===== src/rtl/spi_cmd_fifo.sv =====
// spi_cmd_fifo: CPU-fed command/data FIFO ahead of the 8-bit SPI output driver.
// Words are 10 bits: [9] power-on request, [8] D/C, [7:0] payload.
// A small sequencer pops one word at a time, strobes spi_start for one
// ce-period while the driver is idle, waits for the driver's busy/done
// handshake (skipped for power-on words) and inserts a one-period gap.
// status = {19'b0, count[7:0], 1'b0, overflow, busy, full, empty}; the
// leading pad is 19 bits so that every named field fits in 32 bits.
module spi_cmd_fifo #(
   parameter int DEPTH        = 16,
   parameter int AW           = 4,
   parameter int BUSY_TIMEOUT = 63
) (
   input  logic        clk_125mhz,
   input  logic        reset,
   input  logic        ce,
   input  logic        wr_en,
   input  logic [9:0]  wr_data,
   input  logic        clr,
   input  logic        spi_idle,
   output logic        spi_start,
   output logic [9:0]  spi_din,
   output logic [31:0] status
);

   localparam int              TW       = $clog2(BUSY_TIMEOUT + 1);
   localparam logic [TW-1:0]   TMO_LAST = TW'(BUSY_TIMEOUT - 1);
   localparam logic [TW-1:0]   TMO_ONE  = TW'(1);
   localparam logic [AW:0]     CNT_FULL = (AW + 1)'(DEPTH);
   localparam logic [AW:0]     CNT_ONE  = (AW + 1)'(1);
   localparam logic [AW:0]     CNT_ZERO = (AW + 1)'(0);
   localparam logic [AW-1:0]   PTR_ONE  = AW'(1);
   localparam logic [AW-1:0]   PTR_ZERO = AW'(0);

   typedef enum logic [1:0] {
      IDLE      = 2'd0,
      WAIT_BUSY = 2'd1,
      WAIT_DONE = 2'd2,
      GAP       = 2'd3
   } state_t;

   state_t          state_r;
   state_t          state_s;
   logic [9:0]      mem_r [DEPTH];
   logic [AW-1:0]   wr_ptr_r;
   logic [AW-1:0]   rd_ptr_r;
   logic [AW:0]     count_r;
   logic            overflow_r;
   logic [TW-1:0]   timer_r;

   logic            full_s;
   logic            empty_s;
   logic            busy_s;
   logic            pop_s;
   logic            push_s;
   logic            ovf_set_s;
   logic [9:0]      head_s;

   assign full_s  = (count_r == CNT_FULL);
   assign empty_s = (count_r == CNT_ZERO);
   assign busy_s  = (state_r != IDLE);
   assign head_s  = mem_r[rd_ptr_r];

   assign status = {19'd0, 8'(count_r), 1'b0, overflow_r, busy_s, full_s, empty_s};

   // Write-side qualification: clr wins over a store and suppresses overflow.
   always_comb begin
      push_s    = 1'b0;
      ovf_set_s = 1'b0;
      if (clr) begin
         push_s    = 1'b0;
         ovf_set_s = 1'b0;
      end else begin
         push_s    = wr_en & ~full_s;
         ovf_set_s = wr_en & full_s;
      end
   end

   // Sequencer next-state and pop decision.
   always_comb begin
      state_s = state_r;
      pop_s   = 1'b0;
      case (state_r)
         IDLE: begin
            if (!empty_s && spi_idle && !clr) begin
               pop_s   = 1'b1;
               state_s = head_s[9] ? GAP : WAIT_BUSY;
            end else begin
               state_s = IDLE;
            end
         end
         WAIT_BUSY: begin
            if (!spi_idle) begin
               state_s = WAIT_DONE;
            end else if (timer_r == TMO_LAST) begin
               state_s = IDLE;
            end else begin
               state_s = WAIT_BUSY;
            end
         end
         WAIT_DONE: begin
            if (spi_idle) begin
               state_s = GAP;
            end else begin
               state_s = WAIT_DONE;
            end
         end
         GAP: begin
            state_s = IDLE;
         end
         default: begin
            state_s = IDLE;
         end
      endcase
   end

   // Sequencer state, busy timer and driver-facing output registers.
   always_ff @(posedge clk_125mhz or posedge reset) begin
      if (reset) begin
         state_r   <= IDLE;
         timer_r   <= {TW{1'b0}};
         spi_start <= 1'b0;
         spi_din   <= 10'd0;
      end else if (ce) begin
         state_r   <= state_s;
         spi_start <= pop_s;
         if (pop_s) begin
            spi_din <= head_s;
         end
         if (state_r == WAIT_BUSY) begin
            timer_r <= timer_r + TMO_ONE;
         end else begin
            timer_r <= {TW{1'b0}};
         end
      end
   end

   // FIFO pointers, occupancy and sticky overflow flag.
   always_ff @(posedge clk_125mhz or posedge reset) begin
      if (reset) begin
         wr_ptr_r   <= PTR_ZERO;
         rd_ptr_r   <= PTR_ZERO;
         count_r    <= CNT_ZERO;
         overflow_r <= 1'b0;
      end else if (ce) begin
         if (clr) begin
            wr_ptr_r   <= PTR_ZERO;
            rd_ptr_r   <= PTR_ZERO;
            count_r    <= CNT_ZERO;
            overflow_r <= 1'b0;
         end else begin
            if (push_s) begin
               wr_ptr_r <= wr_ptr_r + PTR_ONE;
            end
            if (pop_s) begin
               rd_ptr_r <= rd_ptr_r + PTR_ONE;
            end
            case ({push_s, pop_s})
               2'b10:   count_r <= count_r + CNT_ONE;
               2'b01:   count_r <= count_r - CNT_ONE;
               default: count_r <= count_r;
            endcase
            if (ovf_set_s) begin
               overflow_r <= 1'b1;
            end
         end
      end
   end

   // Storage array; contents are only meaningful between the pointers.
   always_ff @(posedge clk_125mhz) begin
      if (ce && push_s) begin
         mem_r[wr_ptr_r] <= wr_data;
      end
   end

endmodule


===== config.mk =====
export PLATFORM = sky130hd
export DESIGN_NAME = spi_cmd_fifo
export DESIGN_NICKNAME = d
export VERILOG_FILES = /design/src/rtl/spi_cmd_fifo.sv
export SDC_FILE = /design/constraint.sdc
export NUM_CORES = 1
export LEC_CHECK = 0
export ABC_AREA = 1
export BUFFER_PORTS_ARGS = -buffer_cell sky130_fd_sc_hd__buf_2
export CORE_UTILIZATION = 45
export CTS_CLUSTER_DIAMETER = 200
export CTS_CLUSTER_SIZE = 40
export DETAILED_ROUTE_END_ITERATION = 10
export GPL_ROUTABILITY_DRIVEN = 0
export PLACE_DENSITY = 0.62
export SETUP_SLACK_MARGIN = 0.4
export SYNTH_ARGS = -nofsm -noshare
export SYNTH_HDL_FRONTEND = slang
export SYNTH_SLANG_ARGS = --single-unit

===== constraint.sdc =====
create_clock -name clk_125mhz -period 1.8 [get_ports clk_125mhz]
set_input_delay 0.36 -clock clk_125mhz [delete_from_list [all_inputs] [get_ports clk_125mhz]]
set_output_delay 0.36 -clock clk_125mhz [all_outputs]
set_load 0.1 [all_outputs]

Word-level counts from Yosys, hierarchy flattened
Memories as Yosys holds them, arrays and structs flattened.
Cells that the tools add are included.
- memories: 1
- register bits: 33
- output and inout bits: 43
- logic and storage cells: 62
- input bits: 16
- memory bits (writable): 160
- memory list (memory ; words ; width ; read ports ; clocked after memory_dff ; wr ports ; line ; RTL):
    mem_r ; 16 ; 10 ; 1 ; 0 ; 1 ; 43 ; logic [9:0] mem_r [DEPTH];
- equality and inequality tests: 7
- reductions and logical operators: 17
- multiplexer cells: 21
- bitwise gates (word level): 3
- $add $sub $neg: 5
- operator list (operator ; count):
    two-way mux 4 bit ; 4
    two-way mux 1 bit ; 10
    case mux 5 bit (2 select lines) ; 1
    AND reduction 2 bit ; 5
    adder 4 x 1 -> 4 bit, second input constant ; 2
    case mux 2 bit (4 select lines) ; 1
    nonzero test 2 bit ; 4
    adder 6 x 1 -> 6 bit, second input constant ; 1
    equality test 2 bit, second input constant ; 3
    equality test 6 bit, second input constant ; 1
    two-way mux 2 bit ; 3
    two-way mux 6 bit ; 1
    adder 5 x 1 -> 5 bit, second input constant ; 1
    equality test 5 bit, second input constant ; 1
    logical NOT 5 bit ; 1
    two-way mux 5 bit ; 1
    subtractor 5 x 1 -> 5 bit, second input constant ; 1
    equality test 2 x 1 -> 1 bit, second input constant ; 2
    logical AND 1 bit ; 3
    nonzero test 3 bit ; 1
    AND 1 bit ; 2
    logical NOT 1 bit ; 2
    logical NOT 2 bit ; 1
    inverter 1 bit ; 1

Longest topological paths before layout
Gate-level depths: netlist (run 1).
- word-level depth: 9
- gate-level depth with buffers: 17
- mapped depth without buffers: 17

Least setup slack after synthesis (run 1)
Ideal clock, no wire load.
- kind: register to register
- from: reg count_r[1]
- to: mem mem_r[15][0], enable pin
- stages on the path, launching flop included: 7
- path slack: -0.622 ns
- data required time: 1.424 ns
- arrival time: 2.046 ns
- buffers on the path: 0
- library setup time: 0.376 ns
- clock period less this slack: 2.422 ns
- cell sequence: dfrtp_1 -> nor2_2 -> nand3_2 -> nand2_4 -> nor2_4 -> nand2_1 -> nor2_1
- word-level cells in the longest chain between the ends: 7
- RTL lines (item ; line ; RTL):
    start: declaration ; 46 ; logic [AW:0] count_r;
    start signal: assignment ; 158 ; 2'b10: count_r <= count_r + CNT_ONE;
    start signal: assignment ; 159 ; 2'b01: count_r <= count_r - CNT_ONE;
    start signal: assignment ; 160 ; default: count_r <= count_r;
    equality test 5 bit ; 58 ; assign full_s = (count_r == CNT_FULL);
    inverter 1 bit ; 73 ; push_s = wr_en & ~full_s;
    AND 1 bit ; 73 ;
    two-way mux 1 bit ; 69 ; if (clr) begin
    logical AND 1 bit ; 171 ; if (ce && push_s) begin
    two-way mux 1 bit ; 171 ;
    two-way mux 1 bit (implied by the code) ; 172 ; mem_r[wr_ptr_r] <= wr_data;
    end: declaration ; 43 ;
Every way passes these cells.

Worst setup path in the final report (run 1)
- from: reg count_r[2]
- to: out status[1]
- word-level cells in the longest chain between the ends: 1
- RTL lines (item ; line ; RTL):
    equality test 5 bit ; 58 ;
    end: declaration ; 22 ; output logic [31:0] status
Every way passes these cells.

==> results of run 1 <==
-- cell families (layout without fill, tap and decap cells) --
family | Yosys count | count (layout) | synth area share [%]
AO/OA/AOI/OAI | 169 | 169 | 11.8
XOR/XNOR | 5 | 5 | 0.525
adder cells (fa/ha/maj) | 9 | 9 | 1.35
buffers and inverters | 99 | 231 | 6.21
flip-flops | 193 | 193 | 67.5
other | 1 | 23 | 0.0449
AND/OR/NAND/NOR | 241 | 242 | 12.6
-- power by group through the flow --
stage,combinational [mW],clock [mW],sequential [mW]
finish,7.00,3.66,5.40
global route,7.32,3.88,5.43
CTS,6.33,3.70,5.39
detailed placement,4.52,0,5.42
global placement,4.46,0,5.40
floorplan,2.36,0,6.51
-- cell usage in the layout, fill, tap and decap left out, drive strengths merged --
cell / synthesis / layout
clkinv: 0 / 7
o22ai: 3 / 3
xor2: 3 / 3
inv: 37 / 46
o2bb2ai: 1 / 1
a21oi: 6 / 6
o211ai: 40 / 40
nand3: 30 / 30
clkbuf: 8 / 20
clkinvlp: 0 / 1
buf: 54 / 156
ha: 9 / 9
bufbuf: 0 / 1
dfrtp: 33 / 33
xnor2: 2 / 2
nor2: 150 / 151
nor4: 1 / 1
o21a: 10 / 10
nor3: 2 / 2
edfxtp: 160 / 160
nor3b: 2 / 2
nand2: 54 / 54
nand4: 2 / 2
o21ai: 109 / 109
conb: 1 / 23
-- what timing repair did --
| item | 4_1_cts | 5_1_grt |
|---|---|---|
| endpoints found under the setup margin | 203 | 206 |
| hold buffers | 0 | 0 |
| setup buffers | 30 | 14 |
| gates resized for setup | 223 | 98 |
| gates cloned | 12 | 1 |
| pin swaps | 58 | 67 |
-- layout make-up --
| cell class | instances | area, µm² | share of cell area (%) |
|---|---|---|---|
| Multi-Input combinational cell | 448 | 2900 | 25.0 |
| Tap cell | 229 | 287 | 2.47 |
| Sequential cell | 193 | 5650 | 48.6 |
| Timing Repair inverter | 2 | 28.8 | 0.248 |
| Clock inverter | 15 | 156 | 1.35 |
| Inverter | 37 | 178 | 1.53 |
| Timing Repair Buffer | 160 | 1990 | 17.1 |
| Clock buffer | 17 | 425 | 3.66 |
-- state kept, by name, summed over array words and instances, names as in the netlist, 2 cells and up --
register,count
timer_r,6
mem_r,160
count_r,5
wr_ptr_r,4
spi_din,10
rd_ptr_r,4
state_r,2
-- critical path: cells and delay by family, from the launching register on --
| kind | cells | cell delay (ns) |
|---|---|---|
| buffers and inverters | 3 | 0.37 |
| DFF | 1 | 0.50 |
| and+or+nand+nor | 2 | 0.30 |
-- final timing paths --
kind / start / end / slack [ns] / cells past startpoint
max: count_r[2] / status[1] / -0.17 / 5
min: reset / timer_r[3] / 0.02 / 3
max reg2reg: count_r[2] / count_r[4] / -0.11 / 15
min reg2reg: timer_r[2] / timer_r[2] / 0.52 / 1
max in group asynchronous: reset / count_r[0] / 1.40 / 3
min in group clk_125mhz: spi_idle / state_r[1] / 0.27 / 3
-- layer usage --
metal	GRT usage, %	wire length, µm	up-vias	share of wire (%)
met3	4.81	1580	45	6.9
met5	0	0	-	0
li1	-	-	2778	-
met1	31.2	9180	3076	40
met4	9.17	584	0	2.5
met2	41.3	11700	290	51
-- stage by stage --
stage               hold slack, ns  setup TNS [ns]  instance area, µm²
global placement             0.465           -2.97                9390
detailed placement           0.477          -11.03                9390
CTS                         0.0211           -5.68               11200
global route                0.0500           -9.92               11600
floorplan                    0.459          -10.77                8600
finish                      0.0167           -4.72               11600
==> out/qor.csv, run 1 <==
stage;metric;value;unit
status;outcome;finished, violations left;
status;failing_checks;design-rule violations, negative setup slack;
yosys;asyncSetResetFlopFracSynth;17.1;%
clock_tree;worstSkewPairLatency;0.44;ns
sta;layout_min_cycle_time;1.97;ns
sta;final.setup_skew;0.0138;ns
detailed_routing;antenna_violating_nets_post_route;0;
power;intPower;9.81;mW
placed_design;detailedPlacementHpwl;14100;µm
sta;rsz0062_at_grt;true;
power;share_of_power_burned_in_the_clock_network;22.8;%
critical_path;critical_path_class;flop to primary output;
yosys;synth_seq_cells;193;
placed_design;place.detailed.instances;1012;
yosys;synth.top_cells.by_count;sky130_fd_sc_hd__edfxtp_1, sky130_fd_sc_hd__nor2_1, sky130_fd_sc_hd__o21ai_0, sky130_fd_sc_hd__nand2_1, sky130_fd_sc_hd__o211ai_1;
finish;syn2layout_area_growth;39.3;%
finish;num-fill-cells;1239;
detailed_routing;drt_pre_antenna_iters;9;
yosys;syn_avg_cell_area;11.6;µm²
critical_path;critical_path_peak_fanout;3;
yosys;post_synth_num_cell_types;35;
finish;final_core_utilization;64.3;%
power;powerDensity;1380;nW/µm²
global_routing;grt_pass1_wl;34200;µm
clock_tree;cts-root-buf;sky130_fd_sc_hd__clkbuf_16;
yosys;ys_top_cells_by_area;sky130_fd_sc_hd__edfxtp_1, sky130_fd_sc_hd__dfrtp_1, sky130_fd_sc_hd__nor2_1;
detailed_routing;via_count_normalized_by_instance_count;5.62;
yosys;seq_area_frac_synth;67.5;%
detailed_routing;post-route-drc-count;12;
sta;timing.slew.headroom;66.3;%
yosys;yosysWarningCount;0;
clock_tree;tritoncts;done;
yosys;synth_largest_area_cell;sky130_fd_sc_hd__edfxtp_1;
sta;final.period_utilization;109;%
floorplanning;placementRows;49;
clock_tree;maximum_number_of_buffers_from_clock_root_to_sink;2;
power;p_sw;6.25;mW
floorplanning;core_area;18100;µm²
power;leakage;4.26;nW
placed_design;port_buffers;35;
worst_hold_path;worstHoldPathType;input port to async pin;
sta;final.setup.worst_slack;-0.169;ns
power;worst_ir_drop_vdd;0.000787;V
global_routing;vias_in_the_first_global_route;6043;
floorplanning;chipWidth;138;µm
power;power.combinational.fraction;43.6;%
critical_path;cpPeakStageDelay;0.50;ns
sta;finalHoldViolCount;0;
finish;number_of_antenna_cells_inserted;0;
yosys;netlist_instances;717;
global_routing;grt_remaining_overflow;0;
detailed_routing;wl_per_cell;20.9;µm
critical_path;crit_required;1.44;ns
yosys;yosysTopAreaCellShare;57.6;%
critical_path;max_stage_delay_cell_worst_path;sky130_fd_sc_hd__dfrtp_4;
clock_tree;cts_sinks;193;
critical_path;crit_chain;nor2_4 > nand3_4 > buf_6 > inv_4 > buf_12;
yosys;synth_area;8340;µm²
detailed_routing;detail_route.wirelength;23000;µm
power;power.switching_fraction;38.9;%
floorplanning;die_height;138;µm
global_routing;grt_start_max_net_pins;34;
finish;fin_nets;884;
sta;tightestPinTransition;0.505;ns
floorplanning;floorplan.initialDensity;46.1;%
critical_path;cp-end-kind;primary output;
floorplanning;floorplan.die_area;19100;µm²
clock_tree;numCtsBuffers;17;
detailed_routing;vias;6189;
sta;max_freq;508;MHz
finish;stdcell_count;1101;
clock_tree;ctsHtreeMaxLevel;4;
power;total_chip_power;16.1;mW
detailed_routing;drt_initial_violations;598;
finish;fraction_of_final_layout_cells_sized_beyond_drive_strength_1;37.6;%
yosys;ys.flop_type;sky130_fd_sc_hd__edfxtp_1;
sta;final-setup-viol-count;96;
sta;final-max-slew-violation-count;0;
placed_design;dpl_worst_slack;-0.141;ns
critical_path;timing.critical_path.from_type;flop;
power;seq_power_share;33.6;%
global_routing;antenna_found_initial;0;
floorplanning;pin_count;59;
run;timing.max_cap.violations;0;
critical_path;worst_ep_arrival_time;1.61;ns
clock_tree;cts.reportedPaths.clkPinSlew;0.07;ns
yosys;synth_enable_flop_cells;160;
global_routing;grt.total_usage;24.4;%
yosys;yosysMostFrequentCell;sky130_fd_sc_hd__edfxtp_1;
(Power assumes the default switching activity.)
==> inputs of run 2 (changes only) <==
--- a/config.mk
+++ b/config.mk
@@ -8,6 +8,7 @@
 export ABC_AREA = 1
 export BUFFER_PORTS_ARGS = -buffer_cell sky130_fd_sc_hd__buf_2
 export CORE_UTILIZATION = 45
+export CTS_BUF_LIST = sky130_fd_sc_hd__clkbuf_8
 export CTS_CLUSTER_DIAMETER = 200
 export CTS_CLUSTER_SIZE = 40
 export DETAILED_ROUTE_END_ITERATION = 10
==> out/qor.csv, run 2 (synthesized netlist as in run 1, its figures left out) <==
stage;metric;value;unit
placed_design;port_buffers;35;
critical_path;cpMostUsedCell;sky130_fd_sc_hd__buf_6;
critical_path;critical_path_peak_fanout;5;
finish;fin_nets;902;
finish;largest_register_ff_count;160;
detailed_routing;vias;6235;
critical_path;timing.critical_path.from_type;flop;
status;outcome;finished, violations left;
critical_path;critPathBufInv;4;
clock_tree;numCtsBuffers;17;
placed_design;detailedPlacementHpwl;14100;µm
run;timing.max_cap.violations;0;
sta;layout_min_cycle_time;2.02;ns
sta;tightestPinTransition;0.514;ns
detailed_routing;wl_per_cell;20.9;µm
critical_path;critical_path_class;flop to flop;
finish;top_register;mem_r;
floorplanning;placementRows;49;
worst_hold_path;hold_depth;3;
global_routing;grt_pass1_wl;34600;µm
sta;timing.slew.headroom;65.7;%
sta;final.setup.worst_slack;-0.216;ns
clock_tree;ctsHtreeMaxLevel;4;
finish;fraction_of_final_layout_cells_sized_beyond_drive_strength_1;39.8;%
floorplanning;floorplan.die_area;19100;µm²
global_routing;antenna_found_initial;0;
clock_tree;maximum_number_of_buffers_from_clock_root_to_sink;2;
floorplanning;floorplan.initialDensity;46.1;%
critical_path;crit_required;2.01;ns
critical_path;family_of_cells_with_the_greatest_summed_delay_on_the_critical_path;simple AND/OR/NAND/NOR gates;
clock_tree;worstSkewPairLatency;0.49;ns
detailed_routing;post-route-drc-count;12;
finish;most_common_cell_after_layout_fill_and_taps_aside;sky130_fd_sc_hd__edfxtp_1;
power;leakage;4.30;nW
floorplanning;die_height;138;µm
finish;number_of_antenna_cells_inserted;0;
floorplanning;pin_count;59;
status;failing_checks;design-rule violations, negative setup slack;
floorplanning;core_area;18100;µm²
sta;final-setup-viol-count;175;
critical_path;max_stage_delay_cell_worst_path;sky130_fd_sc_hd__dfrtp_4;
finish;stdcell_count;1119;
finish;syn2layout_area_growth;39.3;%
critical_path;cpPeakStageDelay;0.52;ns
detailed_routing;via_count_normalized_by_instance_count;5.57;
detailed_routing;drt_pre_antenna_iters;8;
sta;final.setup_skew;0.0238;ns
power;worst_ir_drop_vdd;0.000669;V
power;powerDensity;1310;nW/µm²
detailed_routing;antenna_violating_nets_post_route;0;
clock_tree;tritoncts;done;
detailed_routing;drt_initial_violations;540;
placed_design;place.detailed.instances;1012;
worst_hold_path;min_from;spi_idle;
power;total_chip_power;15.2;mW
global_routing;grt.total_usage;24.5;%
detailed_routing;detail_route.wirelength;23400;µm
floorplanning;chipWidth;138;µm
clock_tree;cts_sinks;193;
critical_path;cp-end-kind;flop;
clock_tree;cts-root-buf;sky130_fd_sc_hd__clkbuf_8;
finish;layout.cells.most_common_list;sky130_fd_sc_hd__edfxtp_1, sky130_fd_sc_hd__nor2_1, sky130_fd_sc_hd__buf_4;
global_routing;grt_start_max_net_pins;34;
sta;rsz0062_at_grt;true;
critical_path;crit_chain;nand3_4 > buf_6 > nand2_8 > nor2_4 > buf_6 > nand2_8 > buf_6 > nor2_4 > clkbuf_16;
critical_path;rr_worst_depth;9;
finish;reg.largest.list;mem_r: 160 flops, spi_din: 10 flops, timer_r: 6 flops;
clock_tree;cts.reportedPaths.clkPinSlew;0.10;ns
critical_path;worst_ep_arrival_time;2.23;ns
sta;final-max-slew-violation-count;0;
worst_hold_path;worstHoldPathType;input port to flop;
global_routing;grt_remaining_overflow;0;
critical_path;crit_path_launch;count_r[4];
global_routing;vias_in_the_first_global_route;6102;
sta;max_freq;496;MHz
critical_path;reg2reg_from;count_r[4];
critical_path;cp.depth;9;
sta;finalHoldViolCount;0;
sta;final.period_utilization;112;%
run 2: power by group:
part	internal, mW	switching (mW)	total [mW]
Sequential	5.11	0.297	5.41
Combinational	2.89	4.13	7.02
Clock	1.04	1.70	2.74
Total	9.04	6.13	15.2
run 2: final cells by class:
cell class / instances / area [µm²]
clock buffer: 17 / 234
clock inverter: 15 / 156
fill: 1226 / 6470
inverter: 37 / 163
multi-input combinational: 448 / 2910
sequential: 193 / 5650
tap: 229 / 287
timing repair buffer: 179 / 2210
timing repair inverter: 1 / 11.3
run 2: worst reg2reg max path: stages (launching register included):
cell	delay [ns]
sky130_fd_sc_hd__dfrtp_4	0.52
sky130_fd_sc_hd__nand3_4	0.09
sky130_fd_sc_hd__buf_6	0.12
sky130_fd_sc_hd__nand2_8	0.07
sky130_fd_sc_hd__nor2_4	0.24
sky130_fd_sc_hd__buf_6	0.16
sky130_fd_sc_hd__nand2_8	0.07
sky130_fd_sc_hd__buf_6	0.14
sky130_fd_sc_hd__nor2_4	0.17
sky130_fd_sc_hd__clkbuf_16	0.19
run 2: timing repair:
item                                    in CTS  in global routing
endpoints found under the setup margin     203                206
gates cloned                                11                  2
hold buffers                                 1                  0
pin swaps                                   49                 60
resized for setup                          208                110
buffers inserted                            38                 23
endpoints found under the hold margin       33                  0
run 2: worst paths after layout:
path	slack, ns	endpoint
max	-0.22	mem_r[13][5]
min	0.21	state_r[0]
max reg2reg	-0.22	mem_r[13][5]
min reg2reg	0.52	timer_r[2]
max in group asynchronous	0.91	count_r[0]
min in group asynchronous	0.51	timer_r[3]
run 2: layer usage:
metal,global-route usage [%],share of wire (%)
met4,9.64,2.0
met2,40.7,51
met1,32.3,41
met5,0,0
met3,4.26,6.5
run 2: per-stage QoR:
stage	TNS, ns	worst slack [ns]	hold slack [ns]	util [%]	instance area (µm²)
finish	-20.39	-0.216	0.213	64.2	11600
global route	-26.03	-0.256	0.204	64.2	11600
CTS	-9.23	-0.174	0.187	61.0	11000
detailed placement	-11.03	-0.141	0.477	51.9	9390
global placement	-2.97	-0.117	0.465	51.9	9390
floorplan	-10.77	-0.129	0.459	-	8600
==> inputs of run 3 (changes only) <==
--- a/config.mk
+++ b/config.mk
@@ -7,13 +7,15 @@
 export LEC_CHECK = 0
 export ABC_AREA = 1
 export BUFFER_PORTS_ARGS = -buffer_cell sky130_fd_sc_hd__buf_2
-export CORE_UTILIZATION = 45
+export CELL_PAD_IN_SITES_DETAIL_PLACEMENT = 0
+export CELL_PAD_IN_SITES_GLOBAL_PLACEMENT = 2
+export CORE_UTILIZATION = 38
 export CTS_BUF_LIST = sky130_fd_sc_hd__clkbuf_8
 export CTS_CLUSTER_DIAMETER = 200
 export CTS_CLUSTER_SIZE = 40
 export DETAILED_ROUTE_END_ITERATION = 10
 export GPL_ROUTABILITY_DRIVEN = 0
-export PLACE_DENSITY = 0.62
+export PLACE_DENSITY = 0.74
 export SETUP_SLACK_MARGIN = 0.4
 export SYNTH_ARGS = -nofsm -noshare
 export SYNTH_HDL_FRONTEND = slang
==> out/qor.csv, run 3 (synthesized netlist as in run 1, its figures left out) <==
stage;metric;value;unit
finish;top_register;mem_r;
power;worst_ir_drop_vdd;0.000915;V
global_routing;antenna_found_initial;2;
detailed_routing;antenna_violating_nets_post_route;0;
sta;final.setup.worst_slack;-0.144;ns
finish;area.sequential;5650;µm²
run;timing.max_cap.violations;0;
sta;finalHoldViolCount;0;
status;outcome;finished, violations left;
status;failing_checks;negative setup slack;
finish;fin_nets;902;
finish;largest_register_ff_count;160;
sta;rsz0062_at_grt;true;
global_routing;vias_in_the_first_global_route;6077;
sta;max_freq;514;MHz
global_routing;grt_remaining_overflow;0;
finish;final_area;11800;µm²
critical_path;cp-end-kind;primary output;
worst_hold_path;worstHoldPathType;input port to flop;
finish;most_common_cell_after_layout_fill_and_taps_aside;sky130_fd_sc_hd__edfxtp_1;
floorplanning;floorplan.initialDensity;39.2;%
sta;final-setup-viol-count;95;
global_routing;grt_pass1_wl;34700;µm
detailed_routing;detail_route.wirelength;22700;µm
detailed_routing;via_count_normalized_by_instance_count;5.13;
floorplanning;die_height;150;µm
worst_hold_path;hold_depth;3;
global_routing;grt_start_max_net_pins;38;
finish;num-fill-cells;1736;
detailed_routing;drt_initial_violations;310;
critical_path;worst_ep_arrival_time;1.58;ns
finish;multi_input_logic_area;2940;µm²
sta;layout_min_cycle_time;1.94;ns
floorplanning;placementRows;53;
clock_tree;cts_sinks;193;
finish;syn2layout_area_growth;41.4;%
clock_tree;cts.reportedPaths.clkPinSlew;0.11;ns
detailed_routing;drt_pre_antenna_iters;8;
placed_design;detailed_place.area;9470;µm²
clock_tree;maximum_number_of_buffers_from_clock_root_to_sink;2;
floorplanning;chipWidth;150;µm
floorplanning;core_area;21300;µm²
critical_path;timing.critical_path.from_type;flop;
sta;final.period_utilization;108;%
floorplanning;pin_count;59;
power;leakage;4.31;nW
critical_path;critical_path_class;flop to primary output;
sta;final.setup_skew;0.0164;ns
detailed_routing;post-route-drc-count;0;
clock_tree;tritoncts;done;
clock_tree;cts-root-buf;sky130_fd_sc_hd__clkbuf_8;
finish;fraction_of_final_layout_cells_sized_beyond_drive_strength_1;39.4;%
finish;reg.largest.list;mem_r: 160 flops, spi_din: 10 flops, timer_r: 6 flops;
sta;hold_ws;0.214;ns
critical_path;critical_path_peak_fanout;2;
placed_design;port_buffers;35;
clock_tree;numCtsBuffers;17;
detailed_routing;wl_per_cell;19.4;µm
clock_tree;ctsHtreeMaxLevel;4;
finish;layout.cells.most_common_list;sky130_fd_sc_hd__edfxtp_1, sky130_fd_sc_hd__nor2_1, sky130_fd_sc_hd__buf_6;
placed_design;detailedPlacementHpwl;13800;µm
clock_tree;worstSkewPairLatency;0.47;ns
critical_path;crit_required;1.44;ns
floorplanning;floorplan.die_area;22600;µm²
detailed_routing;vias;5986;
critical_path;rr_worst_depth;10;
sta;final-max-slew-violation-count;0;
power;powerDensity;1290;nW/µm²
global_routing;grt.total_usage;21.2;%
==> run 3: path summary, 6_finish.rpt <==
path,startpoint,slack (ns),end
setup / recovery,count_r[0],-0.14,status[1]
hold / removal,spi_idle,0.21,state_r[1]
setup reg to reg,count_r[4],-0.13,mem_r[11][6]
hold reg to reg,timer_r[2],0.52,timer_r[2]
max in group asynchronous,reset,0.94,count_r[1]
min in group asynchronous,reset,0.52,overflow_r
==> run 3: power by group <==
group	total (mW)	internal, mW	switching [mW]
Combinational	6.96	2.83	4.13
Sequential	5.38	5.11	0.266
Clock	2.85	1.17	1.69
Total	15.2	9.11	6.08
==> run 3: per-stage QoR <==
stage / utilization [%] / TNS [ns] / total power, mW / std cells / worst slack [ns]
after floorplan: - / -10.77 / 8.87 / 739 / -0.129
after CTS: 53.7 / -4.14 / 14.9 / 1149 / -0.170
after detailed placement: 44.5 / -9.69 / 10.0 / 1057 / -0.135
final: 55.4 / -3.68 / 15.2 / 1167 / -0.144
after global placement: 44.5 / -9.34 / 9.96 / 1057 / -0.145
after global routing: 55.4 / -10.16 / 15.8 / 1165 / -0.215
==> run 3: layout make-up <==
type                            count  area share, %
Timing Repair Buffer              179           19.2
Antenna cell                        2         0.0424
Multi-Input combinational cell    447           24.9
Clock inverter                     15           1.46
Clock buffer                       17           1.98
Sequential cell                   193           47.9
Timing Repair inverter              2          0.191
Inverter                           37           1.42
Tap cell                          275           2.92
==> run 3: worst max-delay path, stage by stage (launching register included) <==
cell and delay, ns:
sky130_fd_sc_hd__dfrtp_4 0.51, sky130_fd_sc_hd__nor2_4 0.16, sky130_fd_sc_hd__nand3_4 0.10, sky130_fd_sc_hd__buf_6 0.13
sky130_fd_sc_hd__inv_4 0.05, sky130_fd_sc_hd__buf_12 0.16
==> run 3: per-layer routing <==
layer | part of all wire, % | vias up | track usage (%)
met5 | 0 | - | 0
met4 | 1.5 | 0 | 5.51
met3 | 4.0 | 26 | 4.27
met2 | 51 | 155 | 36.0
met1 | 44 | 2984 | 27.5
li1 | - | 2821 | -
==> run 3: repair_timing <==
item,4_1_cts,5_1_grt
hold endpoints to repair,33,0
hold buffers,1,0
buffers inserted,49,14
gates cloned,10,2
setup endpoints to repair,201,206
gates resized for setup,283,51
pin swaps,71,57
